### config.mk
export PLATFORM = sky130hd
export DESIGN_NAME = led_pattern_gen_flat
export DESIGN_NICKNAME = d
export VERILOG_FILES = /design/src/rtl/led_pattern_gen_pkg.sv /design/src/rtl/led_pattern_gen_if.sv /design/src/rtl/tick_prescaler.sv /design/src/rtl/led_pattern_gen.sv /design/src/flat_wrapper.sv
export SDC_FILE = /design/constraint.sdc
export NUM_CORES = 1
export LEC_CHECK = 0
export ABC_AREA = 1
export CORE_MARGIN = 10
export CORE_UTILIZATION = 45
export DETAILED_ROUTE_END_ITERATION = 10
export GPL_ROUTABILITY_DRIVEN = 0
export PLACE_DENSITY_LB_ADDON = 0.3
export SKIP_LAST_GASP = 1
export SYNTH_ARGS = -nofsm -noshare
export SYNTH_HDL_FRONTEND = slang
export SYNTH_SLANG_ARGS = --single-unit
### constraint.sdc
create_clock -name clk -period 3.4 [get_ports clk]
set_input_delay 0.51 -clock clk [delete_from_list [all_inputs] [get_ports clk]]
set_output_delay 0.51 -clock clk [all_outputs]
set_load 0.05 [all_outputs]
### src/rtl/led_pattern_gen_pkg.sv
// Shared mode encodings and FSM state type for the LED pattern generator.
package led_pat_pkg;

  localparam logic [1:0] MODE_BLINK  = 2'd0;
  localparam logic [1:0] MODE_CHASE  = 2'd1;
  localparam logic [1:0] MODE_BOUNCE = 2'd2;
  localparam logic [1:0] MODE_FILL   = 2'd3;

  typedef enum logic [1:0] {
    IDLE = 2'd0,
    RUN  = 2'd1,
    DONE = 2'd2
  } state_t;

endpackage

### src/rtl/led_pattern_gen_if.sv
// Control/status bundle between game logic (master) and the LED pattern generator (slave).
interface led_pattern_gen_if #(
  parameter int WIDTH = 16,
  parameter int CNT_W = 8
);
  logic             en;
  logic [1:0]       mode;
  logic [CNT_W-1:0] burst;
  logic [WIDTH-1:0] l;
  logic             busy;
  logic             done;

  modport master (output en, mode, burst, input l, busy, done);
  modport slave  (input en, mode, burst, output l, busy, done);
endinterface

### src/rtl/tick_prescaler.sv
// Step-rate prescaler: one-cycle tick every TICK_DIV clocks while clr is low.
module tick_prescaler #(
  parameter int TICK_DIV = 50_000_000
) (
  input  logic clk,
  input  logic rst_n,
  input  logic clr,
  output logic tick
);
  localparam int            CW   = $clog2(TICK_DIV);
  localparam logic [CW-1:0] LAST = CW'(TICK_DIV - 1);

  logic [CW-1:0] cnt_reg;

  always_ff @(posedge clk or negedge rst_n) begin
    if (!rst_n) begin
      cnt_reg <= '0;
    end else if (clr || cnt_reg == LAST) begin
      cnt_reg <= '0;
    end else begin
      cnt_reg <= cnt_reg + 1'b1;
    end
  end

  assign tick = !clr && (cnt_reg == LAST);
endmodule

### src/rtl/led_pattern_gen.sv
// Animated LED pattern generator (blink/chase/bounce/fill) with optional finite bursts.
// Define LED_PAT_BOUNCE_EN to build the true bounce mode; otherwise mode 2 behaves as chase.
module led_pattern_gen
  import led_pat_pkg::*;
#(
  parameter int WIDTH    = 16,
  parameter int TICK_DIV = 50_000_000,
  parameter int CNT_W    = 8
) (
  input  logic               clk,
  input  logic               rst_n,
  led_pattern_gen_if.slave   bus
);
  state_t           state_reg, state_next;
  logic [1:0]       mode_reg, mode_next;
  logic [CNT_W-1:0] burst_reg, burst_next;
  logic [CNT_W-1:0] step_reg, step_next;
  logic [WIDTH-1:0] l_reg, l_next;
  logic             done_reg, done_next;
  logic [WIDTH-1:0] pat_adv, chase_rot, init_pat;
  logic             tick;
`ifdef LED_PAT_BOUNCE_EN
  logic             dir_reg, dir_next, dir_adv;  // 0 = toward MSB
`endif

  tick_prescaler #(.TICK_DIV(TICK_DIV)) u_prescaler (
    .clk  (clk),
    .rst_n(rst_n),
    .clr  (state_reg != RUN),
    .tick (tick)
  );

  genvar gi;
  generate
    for (gi = 0; gi < WIDTH; gi++) begin : g_rot
      assign chase_rot[gi] = l_reg[(gi + WIDTH - 1) % WIDTH];
    end
  endgenerate

  assign init_pat = (bus.mode == MODE_BLINK) ? {WIDTH{1'b1}} : WIDTH'(1);

  // Next pattern for the latched mode; mode 2 falls through to chase when bounce is not built.
  always_comb begin
    pat_adv = chase_rot;
`ifdef LED_PAT_BOUNCE_EN
    dir_adv = dir_reg;
`endif
    case (mode_reg)
      MODE_BLINK: pat_adv = ~l_reg;
      MODE_FILL:  pat_adv = (&l_reg) ? '0 : {l_reg[WIDTH-2:0], 1'b1};
`ifdef LED_PAT_BOUNCE_EN
      MODE_BOUNCE: begin
        if (!dir_reg) begin
          pat_adv = l_reg << 1;
          if (pat_adv[WIDTH-1]) dir_adv = 1'b1;
        end else begin
          pat_adv = l_reg >> 1;
          if (pat_adv[0]) dir_adv = 1'b0;
        end
      end
`endif
      default: pat_adv = chase_rot;
    endcase
  end

  always_comb begin
    state_next = state_reg;
    mode_next  = mode_reg;
    burst_next = burst_reg;
    step_next  = step_reg;
    l_next     = l_reg;
    done_next  = 1'b0;
`ifdef LED_PAT_BOUNCE_EN
    dir_next   = dir_reg;
`endif
    case (state_reg)
      IDLE: begin
        l_next = '0;
        if (bus.en) begin
          mode_next  = bus.mode;
          burst_next = bus.burst;
          l_next     = init_pat;
          step_next  = CNT_W'(1);
          state_next = RUN;
`ifdef LED_PAT_BOUNCE_EN
          dir_next   = 1'b0;
`endif
        end
      end
      RUN: begin
        if (!bus.en) begin
          l_next     = '0;
          state_next = IDLE;
        end else if (tick) begin
          if (burst_reg != '0 && step_reg == burst_reg) begin
            l_next     = '0;
            done_next  = 1'b1;
            state_next = DONE;
          end else begin
            l_next    = pat_adv;
            // Saturation only matters for endless runs, where the count is unused.
            step_next = (&step_reg) ? step_reg : step_reg + 1'b1;
`ifdef LED_PAT_BOUNCE_EN
            dir_next  = dir_adv;
`endif
          end
        end
      end
      DONE: begin
        l_next = '0;
        if (!bus.en) state_next = IDLE;
      end
      default: begin
        l_next     = '0;
        state_next = IDLE;
      end
    endcase
  end

  always_ff @(posedge clk or negedge rst_n) begin
    if (!rst_n) begin
      state_reg <= IDLE;
      mode_reg  <= MODE_BLINK;
      burst_reg <= '0;
      step_reg  <= '0;
      l_reg     <= '0;
      done_reg  <= 1'b0;
    end else begin
      state_reg <= state_next;
      mode_reg  <= mode_next;
      burst_reg <= burst_next;
      step_reg  <= step_next;
      l_reg     <= l_next;
      done_reg  <= done_next;
    end
  end

`ifdef LED_PAT_BOUNCE_EN
  always_ff @(posedge clk or negedge rst_n) begin
    if (!rst_n) dir_reg <= 1'b0;
    else        dir_reg <= dir_next;
  end
`endif

  assign bus.l    = l_reg;
  assign bus.busy = (state_reg == RUN);
  assign bus.done = done_reg;
endmodule
### src/flat_wrapper.sv
// flat-port wrapper written by rule: the top's interface ports become plain ports
module led_pattern_gen_flat import led_pat_pkg::*;
#(
  parameter int WIDTH    = 16,
  parameter int TICK_DIV = 50_000_000,
  parameter int CNT_W    = 8
)
  (clk, rst_n, bus_en, bus_mode, bus_burst, bus_l, bus_busy, bus_done);
  led_pattern_gen_if #(.WIDTH(WIDTH), .CNT_W(CNT_W)) bus_i ();
  input  logic clk;
  input  logic rst_n;
  input wire logic [$bits(bus_i.en)-1:0] bus_en;
  input wire logic [$bits(bus_i.mode)-1:0] bus_mode;
  input wire logic [$bits(bus_i.burst)-1:0] bus_burst;
  output wire logic [$bits(bus_i.l)-1:0] bus_l;
  output wire logic [$bits(bus_i.busy)-1:0] bus_busy;
  output wire logic [$bits(bus_i.done)-1:0] bus_done;
  assign bus_i.en = bus_en;
  assign bus_i.mode = bus_mode;
  assign bus_i.burst = bus_burst;
  assign bus_l = bus_i.l;
  assign bus_busy = bus_i.busy;
  assign bus_done = bus_i.done;
  led_pattern_gen #(.WIDTH(WIDTH), .TICK_DIV(TICK_DIV), .CNT_W(CNT_W)) u_core (.clk(clk), .rst_n(rst_n), .bus(bus_i));
endmodule
==> impl_summary.log <==
[metrics] status: complete, no violations
[metrics] via count of the routed design: ~3,400
[metrics] top cells by area in the synthesized netlist: sky130_fd_sc_hd__dfrtp_1 (41%), sky130_fd_sc_hd__nand2_1 (22%), sky130_fd_sc_hd__nor2_1 (7.6%)
[metrics] critical path start-end classification: register to output port
[metrics] Post-Syn Nets: 556
[metrics] worst flop-to-flop path endpoint: u_core.bus.l[14]
[metrics] Worst Max-Slew Pin Slew: 0.612 ns
[metrics] logic depth of the worst setup path including buffers: 2
[metrics] portion of the clock cycle consumed by the worst path in the final layout: 0.719
[metrics] grt ovf: 0
[metrics] maxcap violations: 0
[metrics] share of the synthesized area in the top cell type: 0.414
[metrics] min Tclk post-route: between 2 and 2.5 ns
[metrics] worst vdd ir: 0.378 mV
[metrics] startpoint of the most critical register-to-register path: u_core.mode_reg[1]
[metrics] detailed-route wire length per cell: 12.5 um
[metrics] Worst Hold Slack: 0.0786 ns
[metrics] Syn Inst Count: approximately 540
[metrics] TritonCTS Sinks: 63
[metrics] final slew viol count: 0
[metrics] crit path buf inv count: 1
[metrics] die boundary width: 112 um
[metrics] Clk Latency, worst-skew pair: 0.34 ns
[metrics] number of gates resized after cts: 0
[metrics] largest stage delay on the critical path: 0.87 ns
[metrics] Max Root-Sink Buffers: 2
[metrics] commonest cells after routing, fill and taps aside: sky130_fd_sc_hd__nand2_1 (219), sky130_fd_sc_hd__nor2_1 (77), sky130_fd_sc_hd__dfrtp_1 (63)
[metrics] Antenna Cells: 0
[metrics] Worst EP arrival: between 1.5 and 2 ns
[metrics] Avg Inst Size Synth: 7.07 um2
[metrics] signed area change from the synthesized netlist to the final layout: 15.1%
[metrics] die footprint: 12,600 um2
[metrics] effective utilization at floorplan: 0.464
[metrics] Synth cell types: 38
[metrics] final antenna-violating net count: 0
[metrics] setup repair after global routing missed its margin: false
[metrics] buffers added on ports: 30
[metrics] share of the core filled with cells: 0.534
[metrics] Core Region: 8220 um2
[metrics] DR vias/cell: 4.93
[metrics] slowest cell on the critical path: sky130_fd_sc_hd__clkdlybuf4s50_1
[metrics] DRC violation total after the first TritonRoute iteration: 170
[metrics] sequential element share of the synthesized area: 0.414
[metrics] height of the die: ~110 um
[metrics] total standard cell area after synthesis: 3810 um2
[metrics] Cell Chain, Critical Path: nor2_4 > clkdlybuf4s50_1
[metrics] setup slack on the worst flop-to-flop path: 1.33 ns
[metrics] H-tree lvl count: 3
[metrics] TritonCTS clock tree: built
[metrics] Worst Reg-to-Reg Cells: 10
[metrics] number of ports placed on the die boundary: 31
[metrics] total CTS buffers: 9
[metrics] Clock Skew: 0.0118 ns
[metrics] Total Neg Setup Slack: 0 ns
[metrics] hold crit path type: input port to async pin
[metrics] final std cells w/o fill: 680
[metrics] HPWL Detailed: 5910 um
[metrics] Setup Fix Bufs, Post-CTS: 0
[metrics] Yosys warning total: 0
[metrics] Finish-stage setup viols: 0
[metrics] share of post-route cells with drive strength above 1: 0.0783
[metrics] dominant cell type by area after synthesis: sky130_fd_sc_hd__dfrtp_1
[metrics] pin count of the biggest net entering global routing: between 40 and 50
[metrics] FP Rows: 33
[metrics] global-route wire length before repair: around 15,000 um
[metrics] endpoint kind of the worst setup timing path: output port
[metrics] highest net fanout along the worst path: 8
[metrics] clock tree root buffer cell: sky130_fd_sc_hd__clkbuf_8
[metrics] Placed Instances: 664
[metrics] number of iterations in the first detailed-routing pass: 4
[metrics] number of synthesized register bits: 63
[metrics] max frequency: 409 MHz
[metrics] kind of start point of the critical path: register
[metrics] Required @ worst endpoint: roughly 2.9 ns
[metrics] Filler Cell Count: 792
[metrics] most common cell after layout, fill and taps aside: sky130_fd_sc_hd__nand2_1
[metrics] cell class contributing the biggest share of worst-path delay: buffers and inverters
[metrics] post-route DRC violation count: 0
[metrics] number of flip-flops under the largest register name: 26
[metrics] drt total wl: approximately 8500 um
[metrics] count of endpoints failing hold in the final timing report: 0
[metrics] number of antenna violations at the first check in global routing: 0
[metrics] Post-layout nets: 587
[metrics] min setup slack post-route: 0.955 ns
[metrics] Pwr Density: between 600 and 700 nW/um2
[metrics] number of hold buffers added after cts: 0
[metrics] setup slack after placement: 0.954 ns
[metrics] via count of the first global-routing pass: 3,182
[metrics] Relative slew margins: 0.592
[metrics] clock-pin slew of the registers on the worst-case setup and hold paths: 0.07 ns
[metrics] LEAKAGE: 0.00214 uW
[metrics] global-route usage over all layers: 0.136
[per-stage QoR]
stage | instance area [um2] | total power, uW
3_3_place_gp | 4160 | 1920
3_5_place_dp | 4160 | 1950
2_1_floorplan | 3810 | 1700
6_report | 4390 | 2670
5_1_grt | 4390 | 2850
4_1_cts | 4390 | 2700
[power breakdown]
part / internal (uW) / leakage [uW] / switching (uW)
sequential: 869 / 0.000834 / 133
clock: 453 / 0.000114 / 290
combinational: 305 / 0.00119 / 617
[final cells by class]
| cell class | instances | area (um2) | area share |
|---|---|---|---|
| clock inverter | 3 | 65.1 | 0.0148 |
| tap | 105 | 131 | 0.0299 |
| sequential | 63 | 1580 | 0.359 |
| clock buffer | 13 | 159 | 0.0362 |
| inverter | 44 | 173 | 0.0393 |
| timing repair buffer | 32 | 310 | 0.0707 |
| multi-input combinational | 420 | 1970 | 0.450 |
[cells by family (layout without fill, tap and decap cells)]
kind of cell | after synthesis | after routing | share of synthesized area
flops | 63 | 63 | 0.414
fa+ha+maj | 4 | 4 | 0.0131
buf+inv | 56 | 92 | 0.0686
compound gates | 27 | 27 | 0.0401
simple gates | 370 | 370 | 0.421
xor+xnor | 19 | 19 | 0.0437
[Yosys cell counts, drive strengths merged]
master  count
nand3      32
clkinv      1
xor2       14
nor2       87
dfrtp      63
o21ai       6
o31ai       1
nand2     225
nor4        3
nor3b       2
buf         5
and3        1
nand4       4
inv        43
ha          4
xnor2       5
nor3       14
nand3b      2
clkbuf      7
a21oi      18
a211oi      1
a31oi       1
[how the worst max path moves through the flow]
| stage | start | end | slack (ns) |
|---|---|---|---|
| after global routing | u_core.state_reg[1] | bus_busy | 0.89 |
| after CTS | u_core.state_reg[1] | bus_busy | 0.92 |
| final | u_core.state_reg[1] | bus_busy | 0.96 |
| after detailed placement | bus_en | u_core.bus.l[14] | 0.95 |
| after global placement | bus_en | u_core.bus.l[15] | 1.01 |
| after floorplan | u_core.bus.l[0] | u_core.bus.l[5] | 1.64 |
[layer usage]
metal | track usage | up-vias | part of all wire
li1 | - | 1738 | -
met1 | 0.162 | 1552 | 0.45
met2 | 0.228 | 51 | 0.49
met3 | 0.0453 | 9 | 0.044
met4 | 0.0372 | 0 | 0.011
met5 | 0 | - | 0
Note: power is estimated with default switching activity, not from simulation.
